`config.mk`:
```
export PLATFORM = sky130hd
export DESIGN_NAME = fft_agu_param
export DESIGN_NICKNAME = d
export VERILOG_FILES = /design/src/rtl/fft_agu_pkg.sv /design/src/rtl/fft_addr_rotl.sv /design/src/rtl/fft_agu_param.sv
export SDC_FILE = /design/constraint.sdc
export NUM_CORES = 1
export LEC_CHECK = 0
export CAP_MARGIN = 10
export CORE_MARGIN = 4
export CORE_UTILIZATION = 60
export DETAILED_ROUTE_END_ITERATION = 12
export MAX_ROUTING_LAYER = met4
export PLACE_DENSITY = 0.81
export SKIP_LAST_GASP = 1
export SLEW_MARGIN = 0
export SYNTH_ARGS = -nofsm -noshare
export SYNTH_HDL_FRONTEND = slang
export SYNTH_SLANG_ARGS = --single-unit
```
`constraint.sdc`:
```
create_clock -name clk -period 5.6 [get_ports clk]
set_input_delay 1.4 -clock clk [delete_from_list [all_inputs] [get_ports clk]]
set_output_delay 1.4 -clock clk [all_outputs]
set_load 0.01 [all_outputs]
```
`src/rtl/fft_agu_pkg.sv`:
```
// Shared definitions for the FFT address generator: FSM encoding, legal
// transform sizes and the variable-width rotate used for butterfly addressing.
package fft_agu_pkg;

  typedef enum logic [1:0] {
    ST_IDLE = 2'd0,
    ST_GEN  = 2'd1,
    ST_GAP  = 2'd2,
    ST_DONE = 2'd3
  } agu_state_t;

  localparam int unsigned LOG2N_MIN = 3;
  localparam int unsigned LOG2N_MAX = 12;

  // Rotate the low w bits of v left by sh (sh < w); bits above w come back 0.
  function automatic logic [LOG2N_MAX-1:0] rotl(input logic [LOG2N_MAX-1:0] v,
                                                input logic [3:0]           sh,
                                                input logic [3:0]           w);
    logic [LOG2N_MAX-1:0] r;
    logic [4:0]           idx;
    r = '0;
    for (int i = 0; i < LOG2N_MAX; i++) begin
      idx = 5'(i) + {1'b0, sh};
      if (idx >= {1'b0, w}) idx = idx - {1'b0, w};
      if (5'(i) < {1'b0, w}) r[idx[3:0]] = v[i];
    end
    return r;
  endfunction

endpackage

```
`src/rtl/fft_addr_rotl.sv`:
```
// Builds a butterfly address: insert bit b below counter j, then rotate the
// LOG2N-bit result left by the stage index s. Purely combinational.
module fft_addr_rotl
  import fft_agu_pkg::*;
#(
  parameter int LOG2N = 10
) (
  input  logic [LOG2N-2:0] j,
  input  logic             b,
  input  logic [3:0]       s,
  output logic [LOG2N-1:0] addr
);

  assign addr = LOG2N'(rotl(LOG2N_MAX'({j, b}), s, 4'(LOG2N)));

endmodule

```
`src/rtl/fft_agu_param.sv`:
```
// Radix-2 in-place FFT address generator: walks LOG2N stages of N/2 butterflies,
// emitting registered operand/twiddle addresses with a drain gap between stages.
module fft_agu_param
  import fft_agu_pkg::*;
#(
  parameter int LOG2N   = 10,
  parameter int GAP_CYC = 4
) (
  input  logic             clk,
  input  logic             rst_n,
  input  logic             start_i,
  input  logic             en_i,
  input  logic             inv_i,
  output logic [LOG2N-1:0] addr_a_o,
  output logic [LOG2N-1:0] addr_b_o,
  output logic [LOG2N-2:0] tw_addr_o,
  output logic             tw_conj_o,
  output logic             memsel_o,
  output logic [3:0]       stage_o,
  output logic             valid_o,
  output logic             busy_o,
  output logic             done_o
);

  localparam int JW = LOG2N - 1;

  if (LOG2N < int'(LOG2N_MIN) || LOG2N > int'(LOG2N_MAX) || GAP_CYC < 1 || GAP_CYC > 15) begin : g_bad_param
    $error("fft_agu_param: LOG2N or GAP_CYC out of range");
  end

  agu_state_t       state;
  logic [JW-1:0]    j;
  logic [3:0]       s;
  logic [3:0]       gap;
  logic             inv_q;

  logic [LOG2N-1:0] addr_a_c;
  logic [LOG2N-1:0] addr_b_c;
  logic [JW-1:0]    tw_c;
  logic [3:0]       tw_sh;

  fft_addr_rotl #(.LOG2N(LOG2N)) u_rotl_a (.j(j), .b(1'b0), .s(s), .addr(addr_a_c));
  fft_addr_rotl #(.LOG2N(LOG2N)) u_rotl_b (.j(j), .b(1'b1), .s(s), .addr(addr_b_c));

  // Twiddle stride halves each stage; bits shifted past JW are dropped.
  assign tw_sh = 4'(LOG2N - 1) - s;
  assign tw_c  = j << tw_sh;

  always_ff @(posedge clk) begin
    if (!rst_n) begin
      state     <= ST_IDLE;
      j         <= '0;
      s         <= '0;
      gap       <= '0;
      inv_q     <= 1'b0;
      addr_a_o  <= '0;
      addr_b_o  <= '0;
      tw_addr_o <= '0;
      tw_conj_o <= 1'b0;
      memsel_o  <= 1'b0;
      stage_o   <= '0;
      valid_o   <= 1'b0;
      busy_o    <= 1'b0;
      done_o    <= 1'b0;
    end else begin
      valid_o   <= 1'b0;
      addr_a_o  <= '0;
      addr_b_o  <= '0;
      tw_addr_o <= '0;
      done_o    <= 1'b0;
      stage_o   <= s;
      memsel_o  <= s[0];
      tw_conj_o <= inv_q;
      case (state)
        ST_IDLE: begin
          if (start_i) begin
            state  <= ST_GEN;
            j      <= '0;
            s      <= '0;
            gap    <= '0;
            inv_q  <= inv_i;
            busy_o <= 1'b1;
          end
        end
        ST_GEN: begin
          if (en_i) begin
            valid_o   <= 1'b1;
            addr_a_o  <= addr_a_c;
            addr_b_o  <= addr_b_c;
            tw_addr_o <= tw_c;
            if (&j) begin
              j   <= '0;
              gap <= '0;
              state <= (s == 4'(LOG2N - 1)) ? ST_DONE : ST_GAP;
            end else begin
              j <= j + 1'b1;
            end
          end
        end
        ST_GAP: begin
          if (en_i) begin
            if (gap == 4'(GAP_CYC - 1)) begin
              gap   <= '0;
              s     <= s + 4'd1;
              state <= ST_GEN;
            end else begin
              gap <= gap + 4'd1;
            end
          end
        end
        ST_DONE: begin
          state  <= ST_IDLE;
          busy_o <= 1'b0;
          done_o <= 1'b1;
        end
        default: state <= ST_IDLE;
      endcase
    end
  end

endmodule

```
==> results.md <==
- #FFs+latches synth: 57
- Slew Limit Fails: 0
- Highest-count cells in the layout ignoring fill and taps: 77 x nor2_1, 64 x nand2_1, 56 x dfxtp_1
- Post-CTS sizing: 0
- Share of layout cells above drive strength 1: 8.22%
- N_diodes: 0
- Netlist Area Pre-Place: 5750 um2
- Number of synthesized flops with an enable pin: 0
- Switching share of total power: 25.8%
- RSZ-0062 raised after global routing: false
- Max_cap viols: 0
- Wire length per cell: 22.9 um
- Vias per Instance: 7.14
- Tcrit/Tclk final: 77.1%
- Grt ovf: 0
- Clock period minus worst slack: 4.32 ns
- Share of flip-flops with an asynchronous set or reset: 0%
- Number of distinct library cells after synthesis: 85
- CTS Buf Count: 9
- Final setup margin: 1.28 ns
- Core area: 9280 um2
- Routed wire length: 20800 um
- DRT Pass-1 Iters: 5
- Clk slew on worst S/H paths: 0.07 ns
- Synth area leader: dfxtp_1
- Initial antenna violation count: 0
- Number of port buffers: 42
- CP max FO: 17
- Hold/Removal Path Class: flip-flop to flip-flop
- Initial cell density of the core: 61.9%
- Syn Nets: 798
- WS Path Type: flip-flop to flip-flop
- Placed cell areas: 6150 um2
- Yosys warns: 0
- Slew margin rel.: 19.4%
- CP endpoint kind: flip-flop
- Syn_area_per_cell: 7.46 um2
- Drt initial violations: 854
- Skew final: 0.0128 ns
- Area Overhead vs Synth: 9.97%
- Synth top area cells: dfxtp_1 20%, nor2_1 5.0%, ha_1 4.8%
- Setup Buffers After CTS: 0
- Post-route insts no fill: 908
- Worst path max stage delay: 0.58 ns
- Placer Congestion: 1.06
- NetSw: 208 uW
- Gate power share: 5.0%
- CTS Buffer Depth: 2
- Fmax: 232 MHz
- Worst path slowest cell: a211oi_1
- Register area share after synthesis: 19.9%
- Clock power share: 43.2%
- Die H: 106 um
- First-pass GRT wire length: 32400 um
- Crit start category: flip-flop
- Largest net degree at the start of global routing: 79
- Total global-route track usage: 37.8%
- Post-Layout Inst Area: 6320 um2
- # clock sinks: 57
- Antenna-violating nets left: 0
- Mapped Cells: 770
- Max IR drop VDD: 0.000138 V
- Hold buffer count at cts: 0
- Status: completed
- Final hold viol count: 0
- Io pins: 43
- Vias in the first global route: 5895
- Die width: 106 um
- CP Cell Sequence: inv_1, ha_1, inv_1, ha_1, a21oi_1, a211oi_1, xnor2_1, and3_1, a311oi_1, a21oi_1, a2111oi_2, a41o_1
- Most common cell after layout, fill and taps aside: nor2_1
- Dpl cells: 892
- Detailed placement HPWL: 15300 um
- Worst slack at placement: 1.44 ns
- Post-layout nets: 802
- Power Internal: 597 uW
- Root buffer cell: clkbuf_8
- Setup TNS Final: 0 ns
- Post-synth top flop: dfxtp_1
- Drt drc: 0
- P_leak: 2.36 nW
- Site Rows: 35
- Arrival @ worst endpoint: 4.60 ns
- Die ar.: 11200 um2
- Worst slew pin tran: 1.19 ns
- Post-synth top area share: 19.9%
- H-tree Lvls: 3
- Required time worst endpoint: 5.89 ns
- CTS tree: built
- Via count: 6479
- Final setup vio count: 0
- PwrDens: 127 nW/um2
- Clock Latency Late Sink: 0.35 ns
- Seq pwr share: 51.8%
==> cells by family (layout without fill, tap and decap cells) <==
logic type      Yosys count  in the layout  synth area share [%]
flops                    57             57                  19.9
simple gates            315            315                  28.1
buf+inv                  87             96                  6.05
compound gates          228            228                  29.1
mux                      27             27                  5.95
fa+ha+maj                23             23                  5.14
xor+xnor                 33             33                  5.79
==> routing by layer <==
layer	vias to the layer above	part of all wire, %	global-route usage, %	routed length, um
met5	-	0	-	0
met4	0	4.9	17.0	1020
met3	91	11	7.23	2270
met2	447	44	57.3	9210
met1	3040	40	48.9	8290
li1	2901	-	-	-
==> state kept, by name, summed over array words and instances (netlist names) <==
| name | flops |
|---|---|
| addr_b_o | 10 |
| tw_addr_o | 9 |
| tw_conj_o | 1 |
| j | 9 |
| done_o | 1 |
| valid_o | 1 |
| s | 4 |
| gap | 4 |
| busy_o | 1 |
| addr_a_o | 10 |
| state | 2 |
| stage_o | 4 |
| inv_q | 1 |
==> final timing paths <==
check,endpoint,startpoint,cells after the start,slack [ns]
worst max-delay path,addr_b_o[6],s[1],12,1.28
worst min-delay path,tw_conj_o,inv_q,1,0.48
worst min register to register,tw_conj_o,inv_q,1,0.48
worst max register to register,addr_b_o[6],s[1],12,1.28
==> critical path: cells and delay by family, from the launching register on <==
family,cells,cell delay (ns)
fa+ha+maj,2,0.89
buf+inv,2,0.90
simple gates,1,0.24
flops,1,0.31
xor+xnor,1,0.27
compound gates,6,1.65
==> synthesized netlist by cell type, types with 6 or more instances <==
library cell,number
a21o_1,8
o2111ai_1,6
a211oi_1,12
o21ai_0,40
a32o_1,7
a21oi_1,44
nor3b_1,11
clkbuf_1,39
inv_1,27
and2_1,9
nor4_1,13
nand4_1,14
mux2_2,7
or3_1,6
ha_1,22
buf_2,8
o211ai_1,10
and3_1,16
nor3_1,21
nand3b_1,6
o21a_1,7
nand3_1,33
nand2b_1,12
xnor2_1,20
a31oi_1,7
nor2_1,77
xor2_1,8
dfxtp_1,57
nand2_1,64
mux2i_1,15
nor2b_1,7
==> power by group through the flow <==
stage          Combinational [mW]  Clock, mW  Sequential (mW)
5_1_grt                    0.0444      0.368            0.417
3_3_place_gp               0.0381          0            0.426
6_report                   0.0406      0.347            0.417
4_1_cts                    0.0401      0.347            0.417
2_1_floorplan              0.0285          0            0.422
3_5_place_dp               0.0398          0            0.426
==> area by class of cell <==
class	count	area, um2
fill	794	2970
inverter	32	120
sequential	57	1140
timing repair buffer	48	465
clock buffer	11	141
multi-input combinational	626	4260
tap	129	161
clock inverter	5	31.3
==> stage by stage <==
step | power (mW) | util (%) | hold slack (ns)
CTS | 0.804 | 68.1 | 0.468
global placement | 0.464 | 66.2 | 0.447
finish | 0.805 | 68.1 | 0.478
global route | 0.830 | 68.1 | 0.514
floorplan | 0.450 | - | 0.423
detailed placement | 0.466 | 66.2 | 0.444
Note: power is estimated with default switching activity, not from simulation.
